--- src/rtl/y86_pkg.sv ---
// ---------------------------------------------------------------------------
// y86_pkg
// Shared definitions for the sequential Y86-64 core:
//   - architectural status codes (AOK/HLT/ADR/INS) and their one-hot form
//   - PC/status controller state encoding
//   - instruction codes used by fetch and decode
// No ports; imported with "import y86_pkg::*".
// ---------------------------------------------------------------------------
package y86_pkg;

    // Architectural status codes
    localparam logic [2:0] STAT_AOK = 3'd1;
    localparam logic [2:0] STAT_HLT = 3'd2;
    localparam logic [2:0] STAT_ADR = 3'd3;
    localparam logic [2:0] STAT_INS = 3'd4;

    // Instruction codes (icode field of the first instruction byte)
    localparam logic [3:0] I_HALT   = 4'h0;
    localparam logic [3:0] I_NOP    = 4'h1;
    localparam logic [3:0] I_RRMOVQ = 4'h2;
    localparam logic [3:0] I_IRMOVQ = 4'h3;
    localparam logic [3:0] I_RMMOVQ = 4'h4;
    localparam logic [3:0] I_MRMOVQ = 4'h5;
    localparam logic [3:0] I_OPQ    = 4'h6;
    localparam logic [3:0] I_JXX    = 4'h7;
    localparam logic [3:0] I_CALL   = 4'h8;
    localparam logic [3:0] I_RET    = 4'h9;
    localparam logic [3:0] I_PUSHQ  = 4'hA;
    localparam logic [3:0] I_POPQ   = 4'hB;

    // PC/status controller states
    typedef enum logic [1:0] {
        ST_IDLE      = 2'd0,
        ST_RUN       = 2'd1,
        ST_STEP_WAIT = 2'd2,
        ST_STOP      = 2'd3
    } ctrl_state_e;

    // One-hot view of the status code
    typedef struct packed {
        logic aok;
        logic halt;
        logic adr;
        logic ins;
    } stat_onehot_t;

    // Status code to one-hot decode; an unused code decodes to all zeros
    function automatic stat_onehot_t stat_decode(input logic [2:0] st);
        stat_onehot_t oh;
        oh = '{aok: 1'b0, halt: 1'b0, adr: 1'b0, ins: 1'b0};
        case (st)
            STAT_AOK: oh.aok  = 1'b1;
            STAT_HLT: oh.halt = 1'b1;
            STAT_ADR: oh.adr  = 1'b1;
            STAT_INS: oh.ins  = 1'b1;
            default:  oh      = '{aok: 1'b0, halt: 1'b0, adr: 1'b0, ins: 1'b0};
        endcase
        return oh;
    endfunction

endpackage

--- src/rtl/y86_pc_status_if.sv ---
// ---------------------------------------------------------------------------
// y86_pc_status_if
// Bus between the PC/status controller and its neighbours in the core.
//   new_pc          : next PC from pc_update
//   hlt/in_mem/in_inst : exception flags from fetch
//   pc              : current PC to fetch
//   commit          : instruction retires this cycle
//   status, aok/halt/adr/ins : architectural status and its one-hot decode
// Modports: master = the core side (drives new_pc and flags),
//           slave  = the controller (drives pc, commit, status).
// ---------------------------------------------------------------------------
interface y86_pc_status_if #(
    parameter int ADDR_W = 64
);
    logic [ADDR_W-1:0] new_pc;
    logic              hlt;
    logic              in_mem;
    logic              in_inst;
    logic [ADDR_W-1:0] pc;
    logic              commit;
    logic [2:0]        status;
    logic              aok;
    logic              halt;
    logic              adr;
    logic              ins;

    modport master (
        output new_pc, hlt, in_mem, in_inst,
        input  pc, commit, status, aok, halt, adr, ins
    );

    modport slave (
        input  new_pc, hlt, in_mem, in_inst,
        output pc, commit, status, aok, halt, adr, ins
    );
endinterface

--- src/rtl/y86_stat_enc.sv ---
// ---------------------------------------------------------------------------
// y86_stat_enc
// Combinational priority encoder for the fetch exception flags.
// Priority: hlt > in_mem > in_inst; no flag gives AOK.
// Ports:
//   hlt_i, in_mem_i, in_inst_i : fetch flags
//   exc_o     : any flag set
//   status_o  : 3-bit status code
//   onehot_o  : one-hot decode of status_o
// ---------------------------------------------------------------------------
module y86_stat_enc
    import y86_pkg::*;
(
    input  logic         hlt_i,
    input  logic         in_mem_i,
    input  logic         in_inst_i,
    output logic         exc_o,
    output logic [2:0]   status_o,
    output stat_onehot_t onehot_o
);

    logic [2:0] status_s;

    // Priority selection of the status code
    always_comb begin
        status_s = STAT_AOK;
        if (hlt_i) begin
            status_s = STAT_HLT;
        end else if (in_mem_i) begin
            status_s = STAT_ADR;
        end else if (in_inst_i) begin
            status_s = STAT_INS;
        end else begin
            status_s = STAT_AOK;
        end
    end

    assign exc_o    = hlt_i | in_mem_i | in_inst_i;
    assign status_o = status_s;
    assign onehot_o = stat_decode(status_s);

endmodule

--- src/rtl/y86_pc_status.sv ---
// ---------------------------------------------------------------------------
// y86_pc_status
// Program-counter and processor-status controller for the sequential
// Y86-64 core. Holds the PC, retires one instruction per cycle (free run)
// or per step pulse (single-step), latches the first non-AOK status and
// stops. Optional instruction-limit watchdog.
// Parameters:
//   ADDR_W    : PC width
//   RESET_PC  : PC after reset / clear
//   CNT_W     : counter width (counters wrap)
//   MAX_INSTR : watchdog limit on retired instructions, 0 = disabled
// Ports:
//   clk, rst_n    : clock, synchronous active-low reset
//   start_i       : leave IDLE; step_mode_i selects single-step
//   step_i        : retire one instruction in STEP_WAIT
//   clear_i       : synchronous return to reset values
//   bus           : slave side of y86_pc_status_if (new_pc, flags in;
//                   pc, commit, status, one-hot status out)
//   running_o     : RUN or STEP_WAIT
//   wd_trip_o     : sticky watchdog trip
//   cycle_cnt_o   : clocks spent running
//   instr_cnt_o   : retired instructions
// ---------------------------------------------------------------------------
module y86_pc_status
    import y86_pkg::*;
#(
    parameter int                ADDR_W    = 64,
    parameter logic [ADDR_W-1:0] RESET_PC  = {ADDR_W{1'b0}},
    parameter int                CNT_W     = 32,
    parameter int unsigned       MAX_INSTR = 32'd0
) (
    input  logic                clk,
    input  logic                rst_n,
    input  logic                start_i,
    input  logic                step_mode_i,
    input  logic                step_i,
    input  logic                clear_i,
    y86_pc_status_if.slave      bus,
    output logic                running_o,
    output logic                wd_trip_o,
    output logic [CNT_W-1:0]    cycle_cnt_o,
    output logic [CNT_W-1:0]    instr_cnt_o
);

    localparam logic             WD_EN    = (MAX_INSTR != 32'd0);
    localparam logic [CNT_W-1:0] WD_LIMIT = CNT_W'(MAX_INSTR);
    localparam logic [CNT_W-1:0] CNT_ONE  = CNT_W'(1);

    ctrl_state_e       state_q,     state_d;
    logic [ADDR_W-1:0] pc_q,        pc_d;
    logic [2:0]        status_q,    status_d;
    stat_onehot_t      onehot_q,    onehot_d;
    logic              wd_trip_q,   wd_trip_d;
    logic              running_q,   running_d;
    logic [CNT_W-1:0]  instr_cnt_q, instr_cnt_d;
    logic [CNT_W-1:0]  cycle_cnt_q, cycle_cnt_d;

    logic              commit_s;
    logic              attempt_s;
    logic [CNT_W-1:0]  instr_inc_s;
    logic              exc_s;
    logic [2:0]        enc_status_s;
    stat_onehot_t      enc_onehot_s;

    y86_stat_enc u_stat_enc (
        .hlt_i     (bus.hlt),
        .in_mem_i  (bus.in_mem),
        .in_inst_i (bus.in_inst),
        .exc_o     (exc_s),
        .status_o  (enc_status_s),
        .onehot_o  (enc_onehot_s)
    );

    // A cycle that would retire an instruction; only then are flags looked at
    assign attempt_s   = (state_q == ST_RUN) || ((state_q == ST_STEP_WAIT) && step_i);
    assign instr_inc_s = instr_cnt_q + CNT_ONE;

    // Next-state, commit and datapath updates; clear and reset override all
    always_comb begin
        state_d     = state_q;
        pc_d        = pc_q;
        status_d    = status_q;
        onehot_d    = onehot_q;
        wd_trip_d   = wd_trip_q;
        instr_cnt_d = instr_cnt_q;
        cycle_cnt_d = cycle_cnt_q;
        commit_s    = 1'b0;

        // rst_n is included so nothing commits during the reset cycle
        if (clear_i || !rst_n) begin
            state_d     = ST_IDLE;
            pc_d        = RESET_PC;
            status_d    = STAT_AOK;
            onehot_d    = stat_decode(STAT_AOK);
            wd_trip_d   = 1'b0;
            instr_cnt_d = {CNT_W{1'b0}};
            cycle_cnt_d = {CNT_W{1'b0}};
            commit_s    = 1'b0;
        end else begin
            case (state_q)
                ST_IDLE: begin
                    if (start_i) begin
                        state_d = step_mode_i ? ST_STEP_WAIT : ST_RUN;
                    end else begin
                        state_d = ST_IDLE;
                    end
                end
                ST_RUN, ST_STEP_WAIT: begin
                    cycle_cnt_d = cycle_cnt_q + CNT_ONE;
                    if (attempt_s) begin
                        if (exc_s) begin
                            // Faulting instruction does not retire; pc keeps its address
                            status_d = enc_status_s;
                            onehot_d = enc_onehot_s;
                            state_d  = ST_STOP;
                        end else begin
                            commit_s    = 1'b1;
                            pc_d        = bus.new_pc;
                            instr_cnt_d = instr_inc_s;
                            if (WD_EN && (instr_inc_s == WD_LIMIT)) begin
                                wd_trip_d = 1'b1;
                                state_d   = ST_STOP;
                            end else begin
                                state_d = state_q;
                            end
                        end
                    end else begin
                        state_d = state_q;
                    end
                end
                ST_STOP: begin
                    state_d = ST_STOP;
                end
                default: begin
                    state_d = ST_IDLE;
                end
            endcase
        end
    end

    assign running_d = (state_d == ST_RUN) || (state_d == ST_STEP_WAIT);

    // State and datapath registers with synchronous active-low reset
    always_ff @(posedge clk) begin
        if (!rst_n) begin
            state_q     <= ST_IDLE;
            pc_q        <= RESET_PC;
            status_q    <= STAT_AOK;
            onehot_q    <= stat_decode(STAT_AOK);
            wd_trip_q   <= 1'b0;
            running_q   <= 1'b0;
            instr_cnt_q <= {CNT_W{1'b0}};
            cycle_cnt_q <= {CNT_W{1'b0}};
        end else begin
            state_q     <= state_d;
            pc_q        <= pc_d;
            status_q    <= status_d;
            onehot_q    <= onehot_d;
            wd_trip_q   <= wd_trip_d;
            running_q   <= running_d;
            instr_cnt_q <= instr_cnt_d;
            cycle_cnt_q <= cycle_cnt_d;
        end
    end

    assign bus.pc      = pc_q;
    assign bus.commit  = commit_s;
    assign bus.status  = status_q;
    assign bus.aok     = onehot_q.aok;
    assign bus.halt    = onehot_q.halt;
    assign bus.adr     = onehot_q.adr;
    assign bus.ins     = onehot_q.ins;
    assign running_o   = running_q;
    assign wd_trip_o   = wd_trip_q;
    assign cycle_cnt_o = cycle_cnt_q;
    assign instr_cnt_o = instr_cnt_q;

endmodule

--- src/flat_wrapper.sv ---
// flat-port wrapper written by rule: the top's interface ports become plain ports
module y86_pc_status_flat import y86_pkg::*;
#(
    parameter int                ADDR_W    = 64,
    parameter logic [ADDR_W-1:0] RESET_PC  = {ADDR_W{1'b0}},
    parameter int                CNT_W     = 32,
    parameter int unsigned       MAX_INSTR = 32'd0
)
  (clk, rst_n, start_i, step_mode_i, step_i, clear_i, running_o, wd_trip_o, cycle_cnt_o, instr_cnt_o, bus_new_pc, bus_hlt, bus_in_mem, bus_in_inst, bus_pc, bus_commit, bus_status, bus_aok, bus_halt, bus_adr, bus_ins);
  y86_pc_status_if #(.ADDR_W(ADDR_W)) bus_i ();
  input  logic clk;
  input  logic rst_n;
  input  logic start_i;
  input  logic step_mode_i;
  input  logic step_i;
  input  logic clear_i;
  output logic running_o;
  output logic wd_trip_o;
  output logic [CNT_W-1:0] cycle_cnt_o;
  output logic [CNT_W-1:0] instr_cnt_o;
  input wire logic [$bits(bus_i.new_pc)-1:0] bus_new_pc;
  input wire logic [$bits(bus_i.hlt)-1:0] bus_hlt;
  input wire logic [$bits(bus_i.in_mem)-1:0] bus_in_mem;
  input wire logic [$bits(bus_i.in_inst)-1:0] bus_in_inst;
  output wire logic [$bits(bus_i.pc)-1:0] bus_pc;
  output wire logic [$bits(bus_i.commit)-1:0] bus_commit;
  output wire logic [$bits(bus_i.status)-1:0] bus_status;
  output wire logic [$bits(bus_i.aok)-1:0] bus_aok;
  output wire logic [$bits(bus_i.halt)-1:0] bus_halt;
  output wire logic [$bits(bus_i.adr)-1:0] bus_adr;
  output wire logic [$bits(bus_i.ins)-1:0] bus_ins;
  assign bus_i.new_pc = bus_new_pc;
  assign bus_i.hlt = bus_hlt;
  assign bus_i.in_mem = bus_in_mem;
  assign bus_i.in_inst = bus_in_inst;
  assign bus_pc = bus_i.pc;
  assign bus_commit = bus_i.commit;
  assign bus_status = bus_i.status;
  assign bus_aok = bus_i.aok;
  assign bus_halt = bus_i.halt;
  assign bus_adr = bus_i.adr;
  assign bus_ins = bus_i.ins;
  y86_pc_status #(.ADDR_W(ADDR_W), .RESET_PC(RESET_PC), .CNT_W(CNT_W), .MAX_INSTR(MAX_INSTR)) u_core (.clk(clk), .rst_n(rst_n), .start_i(start_i), .step_mode_i(step_mode_i), .step_i(step_i), .clear_i(clear_i), .bus(bus_i), .running_o(running_o), .wd_trip_o(wd_trip_o), .cycle_cnt_o(cycle_cnt_o), .instr_cnt_o(instr_cnt_o));
endmodule
--- config.mk ---
export PLATFORM = sky130hd
export DESIGN_NAME = y86_pc_status_flat
export DESIGN_NICKNAME = d
export VERILOG_FILES = /design/src/rtl/y86_pkg.sv /design/src/rtl/y86_pc_status_if.sv /design/src/rtl/y86_stat_enc.sv /design/src/rtl/y86_pc_status.sv /design/src/flat_wrapper.sv
export SDC_FILE = /design/constraint.sdc
export NUM_CORES = 1
export LEC_CHECK = 0
export BUFFER_PORTS_ARGS = -buffer_cell sky130_fd_sc_hd__buf_2
export CAP_MARGIN = 20
export CORE_MARGIN = 3
export CORE_UTILIZATION = 28
export DETAILED_ROUTE_END_ITERATION = 7
export GPL_ROUTABILITY_DRIVEN = 0
export SKIP_LAST_GASP = 1
export SYNTH_ARGS = -nofsm -noshare
export SYNTH_HDL_FRONTEND = slang
export SYNTH_SLANG_ARGS = --single-unit
--- constraint.sdc ---
create_clock -name clk -period 2.95 [get_ports clk]
set_input_delay 0.1475 -clock clk [delete_from_list [all_inputs] [get_ports clk]]
set_output_delay 0.1475 -clock clk [all_outputs]
set_load 0.01 [all_outputs]
==> results.yml <==
yosys:
  synth_nets: 783
  synth_async_sr_flop_share_pct: 0
  ys_seq_area_share_pct: 48.34
  syn_inst: 704
  synthFlopType: "dfxtp_1"
  avgSynthCellArea_sq_um: 8.119
  ys_warn_count: 0
  yosysTopAreaCellShare_pct: 48.34
  yosys-top-cells-count: "nand2_1, dfxtp_1, a21oi_1"
  synth_area_leaders: "dfxtp_1, nand2_1, a21oi_1"
  synth-edff-count: 0
  ys_types: 40
  synth_area_sq_um: 5715
  synth_area_leader_cell: "dfxtp_1"
  synth.most_common_cell: "nand2_1"
  synth-seq-cells: 138
clocking:
  cts_setup_buffers: 0
  cts_root_buf: "clkbuf_16"
  cts_tree: "done"
  clk_pin_slew_ps: 60
  clock_path_buffers: 2
  cts_sinks: 138
  htreeDepth: 4
  cts_buffers: 17
  clkLatencyLatePin_ps: 420
placement:
  placedCellCount: 1136
  pre_cts_slack_ps: 137.3
  place.detailed.hpwl_mm: 11.48
  io_buffers: 209
setup_path:
  rr_endpoint: "u_core.instr_cnt_o[14]$_SDFFE_PP0P_"
  worstSetupPathType: "reg2reg"
  worstRegToRegCells: 7
  end_kind: "register"
  setup.worst_path.start: "u_core.state_q[0]$_SDFF_PN0_"
  critPathRequiredTime_ps: 3300
  critPathLaunchType: "register"
  r2r_setup_slack_ps: 280
  cp.arrival_ps: 3020
  worstPathMaxFanout: 14
  r2r-start: "u_core.state_q[0]$_SDFF_PN0_"
worst_hold_path:
  holdPathStages: 3
  min_from: "bus_new_pc[47]"
  whs_endpoint: "u_core.bus.pc[47]$_SDFFE_PP0P_"
  min_path_type: "in2reg"
sta:
  tightest_slew_ps: 891.7
  maxSlewHeadroom_pct: 40.43
  skew_ps: 12.31
  tns_ps: 0
  timing.final.ws_setup_ps: 275.5
  rsz0062_at_grt: "no"
  fmax_mhz: 373.9
  finalHoldViolations: 0
  maxSlewViolCount: 0
  period_minus_slack_ps: 2675
  timing.hold.ws_ps: 29.09
  finalSetupViolations: 0
  fin_crit_sh_pct: 90.66
power:
  power_frac_clock_pct: 51.0
  power.share.switching_pct: 22.13
  p_sw_mw: 0.9353
  p_int_mw: 3.291
  p_seq_share_pct: 44.3
  p_per_area_nw_per_um2: 513.4
  leakagePower_nw: 3.167
  irDropWorstVdd_uv: 369.0
  p_comb_share_pct: 4.7
routing:
  wl_per_cell_microns: 14.56
  drc: 0
  vias_per_cell: 4.808
  ant_nets: 0
  num_vias: 5914
  wirelength_mm: 17.91
  first_pass_iters: 4
  drt_iter0_markers: 248
global_route:
  antenna_found_initial: 3
  gr-usage-all-layers_pct: 16.25
  grt_pass1_wl_mm: 29.19
  grt_pass1_vias: 5669
  gr-total-overflow: 0
  grt_max_degree: 67
finish:
  fin_util_pct: 41.62
  antenna_cells: 0
  fin_nets: 1031
  n_fill_cell: 2017
  instances_no_fill: 1230
  drive_gt1_share_pct: 26.53
  area_delta_synth_final_pct: 44.05
floorplan:
  die-area_sq_um: 22160
  initial_utilization_pct: 28.89
  num_rows: 51
  fp.coreArea_sq_um: 19780
  ios: 211
  die_width_microns: 148.9
  die_h_microns: 148.9
outcome:
  outcome: "complete, no violations"
run:
  cap_violations: 0
-- metal layers --
metal	up-vias	track usage (%)	wire length, microns
met1	2733	20.56	8148
met2	170	26.17	8161
li1	2985	-	-
met3	20	6.290	1374
met5	-	0	40
met4	6	4.119	183
-- state kept, by name, summed over array words and instances, names as in the netlist, 2 cells and up --
name                flops
u_core.bus.pc          64
u_core.bus.status       3
u_core.cycle_cnt_o     32
u_core.instr_cnt_o     32
u_core.state_q          2
-- how the worst max path moves through the flow --
stage | endpoint | depth (start not counted)
after floorplan | u_core.instr_cnt_o[26]$_SDFFE_PP0P_ | 8
after global placement | u_core.instr_cnt_o[14]$_SDFFE_PP0P_ | 7
after detailed placement | u_core.instr_cnt_o[14]$_SDFFE_PP0P_ | 7
after CTS | u_core.instr_cnt_o[14]$_SDFFE_PP0P_ | 7
after global routing | u_core.instr_cnt_o[26]$_SDFFE_PP0P_ | 6
final | u_core.instr_cnt_o[14]$_SDFFE_PP0P_ | 7
-- stage by stage --
step	power [mW]	cell area [sq um]
after CTS	4.289	8210
after global routing	4.397	8233
final	4.227	8233
after detailed placement	2.046	6999
after floorplan	1.970	5715
after global placement	2.044	6999
-- placed cells by master, fill, tap and decap left out, types with 2 or more instances in the layout --
cell type | synthesis | layout
or3_1 | 13 | 12
o31ai_1 | 31 | 31
clkinvlp_4 | 0 | 2
a21oi_1 | 111 | 111
ha_1 | 6 | 6
dfxtp_1 | 138 | 138
buf_2 | 4 | 209
clkinv_4 | 0 | 2
xor2_1 | 4 | 4
or4_1 | 38 | 35
clkbuf_1 | 40 | 2
nand2_1 | 162 | 161
dlygate4sd3_1 | 0 | 62
nor2_1 | 23 | 22
buf_4 | 1 | 6
buf_12 | 0 | 2
inv_1 | 14 | 14
o21a_1 | 2 | 2
nor4_1 | 8 | 8
nand3_1 | 24 | 24
clkbuf_8 | 0 | 3
mux2i_1 | 3 | 3
o21ai_0 | 12 | 12
clkinv_2 | 0 | 3
bufinv_16 | 0 | 2
xnor2_1 | 13 | 13
or4_4 | 0 | 3
nor3_1 | 4 | 4
and3_1 | 4 | 4
and2_1 | 3 | 3
nand4_1 | 14 | 14
and4_1 | 6 | 6
nand2b_1 | 7 | 6
clkbuf_16 | 0 | 17
-- cell families after synthesis --
family                   count (synthesis)  synth area share (%)
buffers and inverters                   64                 4.356
flip-flops                             138                 48.34
other                                    1               0.06561
AO/OA/AOI/OAI                          164                 16.24
multiplexers                             3                0.5254
XOR/XNOR                                17                 2.605
AND/OR/NAND/NOR                        311                 26.55
adder cells (fa/ha/maj)                  6                 1.313
-- cell type report --
class | instances | area [sq um] | share of cell area [%]
tap | 265 | 331.6 | 4.027
multi-input combinational | 502 | 2744 | 33.33
timing repair buffer | 279 | 1752 | 21.28
sequential | 138 | 2763 | 33.56
clock inverter | 10 | 116.4 | 1.413
clock buffer | 22 | 474.2 | 5.760
inverter | 14 | 52.55 | 0.6383
-- repair_timing --
item,4_1_cts,5_1_grt
endpoints found under the setup margin,0,8
endpoints found under the hold margin,62,0
hold buffers,62,0
resized for setup,0,5
-- critical path, cell delays in order, from the launching register on --
cell	delay, ps
dfxtp_1	410
inv_1	90
ha_1	290
or4b_1	550
buf_4	200
or3_4	440
or4_1	490
a21oi_1	150
-- power by group through the flow --
stage | clock network [mW] | registers (mW) | logic [mW]
2_1_floorplan | 0 | 1.91 | 0.0577
3_3_place_gp | 0 | 1.91 | 0.132
3_5_place_dp | 0 | 1.91 | 0.134
4_1_cts | 2.22 | 1.87 | 0.197
5_1_grt | 2.31 | 1.87 | 0.220
6_report | 2.16 | 1.87 | 0.201
Note: power is estimated with default switching activity, not from simulation.
